### config.mk
export PLATFORM = sky130hd
export DESIGN_NAME = mod_add_pipe
export DESIGN_NICKNAME = d
export VERILOG_FILES = /design/src/rtl/kyber_pkg.sv /design/src/rtl/mod_half.sv /design/src/rtl/mod_add_pipe.sv
export SDC_FILE = /design/constraint.sdc
export NUM_CORES = 1
export LEC_CHECK = 0
export ABC_AREA = 1
export BUFFER_PORTS_ARGS = -buffer_cell sky130_fd_sc_hd__buf_2
export CAP_MARGIN = 20
export CORE_ASPECT_RATIO = 0.75
export CORE_UTILIZATION = 50
export DETAILED_ROUTE_END_ITERATION = 8
export PLACE_DENSITY_LB_ADDON = 0.1
export SLEW_MARGIN = 10
export SYNTH_ARGS = -nofsm -noshare
export SYNTH_HDL_FRONTEND = slang
export SYNTH_SLANG_ARGS = --single-unit
### constraint.sdc
create_clock -name clk -period 3.65 [get_ports clk]
set_input_delay 0.73 -clock clk [delete_from_list [all_inputs] [get_ports clk]]
set_output_delay 0.73 -clock clk [all_outputs]
set_load 0.03 [all_outputs]
### src/rtl/kyber_pkg.sv
// Shared constants for the Kyber NTT modular arithmetic units (adder and subtractor).
package kyber_pkg;
  localparam int W      = 12;
  localparam int Q      = 3329;
  localparam int HALF_Q = 1665;

  localparam logic [1:0] MODE_NORMAL = 2'd0;
  localparam logic [1:0] MODE_DIV2   = 2'd1;
endpackage

### src/rtl/mod_half.sv
// Combinational halving modulo Q: r -> r * 2^-1 mod Q, for r in [0, Q-1].
module mod_half
  import kyber_pkg::*;
(
  input  logic [W-1:0] r_i,
  output logic [W-1:0] half_o
);

  logic [W-1:0] shr;

  assign shr = {1'b0, r_i[W-1:1]};

  // An odd r becomes (r + Q) / 2, which is (r >> 1) + (Q + 1) / 2.
  always_comb begin
    half_o = shr;
    if (r_i[0]) begin
      half_o = W'(int'(shr) + HALF_Q);
    end
  end

endmodule

### src/rtl/mod_add_pipe.sv
// Two-stage pipelined modular adder (a + b) mod Q, with optional halving and valid/ready flow.
module mod_add_pipe
  import kyber_pkg::*;
(
  input  logic         clk,
  input  logic         rst_n,
  input  logic         in_valid,
  output logic         in_ready,
  input  logic [1:0]   mode,
  input  logic [W-1:0] in1,
  input  logic [W-1:0] in2,
  output logic         out_valid,
  input  logic         out_ready,
  output logic [W-1:0] res
);

  localparam logic [W:0] Q_EXT = (W+1)'(Q);

  logic         v1_q, v1_d, v2_q, v2_d;
  logic [1:0]   m1_q, m1_d;
  logic [W-1:0] d1_q, d1_d, d2_q, d2_d;
  logic         adv1, adv2;
  logic [W:0]   sum;
  logic [W-1:0] half;

  assign adv2     = out_ready | ~v2_q;
  assign adv1     = adv2 | ~v1_q;
  assign in_ready = adv1;

  assign sum = {1'b0, in1} + {1'b0, in2};

  mod_half u_half (
    .r_i    (d1_q),
    .half_o (half)
  );

  always_comb begin
    v1_d = v1_q;
    m1_d = m1_q;
    d1_d = d1_q;
    v2_d = v2_q;
    d2_d = d2_q;
    if (adv1) begin
      v1_d = in_valid;
      if (in_valid) begin
        m1_d = mode;
        d1_d = (sum >= Q_EXT) ? W'(sum - Q_EXT) : W'(sum);
      end
    end
    // Reserved modes fall through to the plain sum.
    if (adv2) begin
      v2_d = v1_q;
      if (v1_q) begin
        d2_d = (m1_q == MODE_DIV2) ? half : d1_q;
      end
    end
  end

  always_ff @(posedge clk or negedge rst_n) begin
    if (!rst_n) begin
      v1_q <= 1'b0;
      m1_q <= MODE_NORMAL;
      d1_q <= '0;
      v2_q <= 1'b0;
      d2_q <= '0;
    end else begin
      v1_q <= v1_d;
      m1_q <= m1_d;
      d1_q <= d1_d;
      v2_q <= v2_d;
      d2_q <= d2_d;
    end
  end

  assign out_valid = v2_q;
  assign res       = d2_q;

endmodule

==> reports/qor.txt <==
Syn_nets: 447
Post-CTS Hold Fix Bufs: 0
DR WL/cell: 10.9 um
Logic pwr share: 0.527
Pwr dens: 468 nW/um2
First-pass GRT wire length: 9900 um
Sequential share of the synthesized area: 0.269
Rows: 22
Switching Share: 0.470
Depth of the worst register-to-register path: 7
Worst R2R Setup Slack: 2.08 ns
Leakage power: 1.67 nW
Relative slew margins: 0.589
Placement Cell Area: 2880 um2
Die height: 64.5 um
Die area: 5510 um2
Via density: 5.08
Post-Layout Cell Count: 503
Vias after detailed routing: 2,553
Synth warn: 0
Die width: 85.4 um
Deepest clock path buffer count: 2
Synth cell count leaders: nand2_1 (147), inv_1 (47), nand3_1 (34)
Root Driver: clkbuf_8
Detailed Place HPWL: 4420 um
Drt total wl: 5470 um
Yosys cell types: 34
Final Wtd Congestion: 0.794
Setup crit start kind: input port
Final Hold Viols: 0
DR pass1 iterations: 4
Post-CTS Resized: 0
Initial antenna violation count: 0
H-tree Lvls: 1
Net Switching: 0.643 mW
Core area: 4950 um2
Port bufs: 43
Reg clk slew, reported paths: 0.09 ns
FF-to-FF End: res[6]
MaxCap Viol Count: 0
Final Cycle Share: 0.814
Worst skew pair latency: 0.27 ns
Setup crit end kind: flip-flop
Ant diodes: 0
Reg2reg start: d1_q[0]
Most frequent cell after synthesis: nand2_1
Worst-Margin Slew: 0.617 ns
Layout cells sized above 1: 0.199
Final min period: 2.97 ns
Pin count of the biggest net entering global routing: 29
Cell area after layout: 2920 um2
Post-synth EDFFs: 0
# placed instances: 500
Worst hold path type: input port to async pin
Vias in the first global route: 2,281
Max-slew violation count: 0
Total track usage: 0.217
Top-area cell type share of the netlist area: 0.269
Post-Syn Area: 2610 um2
Synth area leader: dfrtp_1
Final setup fails: 0
Cell-internal power: 0.725 mW
Final Skew: 0.00430 ns
I/O pin count: 44
Outcome: complete, no violations
Share of synthesized registers carrying an async set or reset: 1.00
Setup CP Type: input port to flip-flop
CTS tree: done
Max Fclk: 337 MHz
CP required: 3.81 ns
Final ANT Viol Nets: 0
CTS Buf Count: 3
Peak VDD IR: 0.301 mV
Largest cells by area after synthesis: dfrtp_1 (27%), nand2_1 (21%), ha_1 (7.2%), inv_1 (6.8%), nand3_1 (6.5%)
Crit path DAT: 3.13 ns
Starting density of the core: 0.526
Clock Power Share: 0.117
Unrepaired setup endpoints after global routing: no
Avg Cell Area, Syn: 6.50 um2
Clock sinks: 28
Post-Synthesis Cells: 401
1st-iter DRT viols: 153
DRC: 0
Hold_ws: 0.464 ns
Sequential power share: 0.356
Main synth FF type: dfrtp_1
Nets: 491
CP Max Fanout: 11
Post-CTS setup buffers: 0
Final TNS setup: 0 ns
Global route overflow: 0
Total power: 1.37 mW
Synth Register Bits: 28
Layout overhead on the synthesized area: 12.1%
[area by class of cell]
class                   instances  area, um2
multi-input cells             314       1670
fillers                       497       2030
clock buffers                   3       41.3
flip-flops and latches         28        701
inverters                      52        195
repair buffers                 46        238
well taps                      60       75.1
[kinds of logic (layout without fill, tap and decap cells)]
family                     Yosys count  after routing  share of synthesized area
and+or+nand+nor                    240            240                      0.423
muxes                                1              1                    0.00432
AOI/OAI and AO/OA                   47             47                      0.101
DFF                                 28             28                      0.269
buffers and inverters               59            101                     0.0897
adders and majority gates           16             16                     0.0797
xor gates and xnor gates            10             10                     0.0336
[per-layer routing]
metal / share of wire / track usage / routed length [um]
met5: 0 / 0 / 0
met4: 0.0018 / 0.0167 / 10
met3: 0.053 / 0.0357 / 292
met2: 0.42 / 0.346 / 2290
met1: 0.53 / 0.323 / 2870
[critical path: stages]
cell and delay, ns:
buf_2 0.10, ha_1 0.23, fa_1 0.44, inv_1 0.13, nand2_1 0.11, nor2_4 0.11
nand3_2 0.09, nor2_2 0.18, nand4_2 0.14, nand2_2 0.12, nand2_2 0.05, nand2_2 0.21
nand2_2 0.19, nand2_1 0.11, nand2_1 0.06, nand2_1 0.06, nand2_1 0.06
[cells in the final DEF (no fill, tap or decap), drive strengths merged]
| cell | Yosys | final |
|---|---|---|
| nor2 | 23 | 23 |
| a21oi | 19 | 19 |
| o221ai | 2 | 2 |
| a21boi | 1 | 1 |
| inv | 51 | 51 |
| a21o | 2 | 2 |
| o22ai | 1 | 1 |
| mux2 | 1 | 1 |
| xor2 | 8 | 8 |
| o21ai | 18 | 18 |
| xnor2 | 2 | 2 |
| o211ai | 2 | 2 |
| buf | 3 | 46 |
| nand2 | 165 | 165 |
| ha | 15 | 15 |
| nand3 | 44 | 44 |
| nand4 | 4 | 4 |
| dfrtp | 28 | 28 |
| o21bai | 1 | 1 |
| clkinv | 1 | 1 |
| fa | 1 | 1 |
| nor3 | 4 | 4 |
| a31oi | 1 | 1 |
| clkbuf | 4 | 3 |
[power by group through the flow]
stage	logic (mW)	clock network, mW	registers [mW]
global route	0.821	0.179	0.501
floorplan	0.434	0	0.595
finish	0.721	0.161	0.487
detailed placement	0.721	0	0.493
CTS	0.724	0.168	0.487
global placement	0.708	0	0.489
[worst max path at each step]
stage / cells after the start / end / start
6_report: 17 / d1_q[6] / in1[0]
5_1_grt: 17 / d1_q[6] / in1[0]
4_1_cts: 17 / d1_q[6] / in1[0]
3_5_place_dp: 17 / d1_q[6] / in1[0]
3_3_place_gp: 17 / d1_q[3] / in1[0]
2_1_floorplan: 15 / d1_q[0] / in1[0]
[sequential cells by signal (all words and copies together), names as in the netlist]
register,cells
d1_q,12
m1_q,2
out_valid,1
res,12
v1_q,1
[metrics by stage]
step           setup WS [ns]   util
6_report               0.680  0.590
5_1_grt                0.503  0.590
4_1_cts                0.673  0.590
3_5_place_dp           0.389  0.582
3_3_place_gp           0.522  0.582
2_1_floorplan          0.968      -
Power figures use the tool's default switching activity.
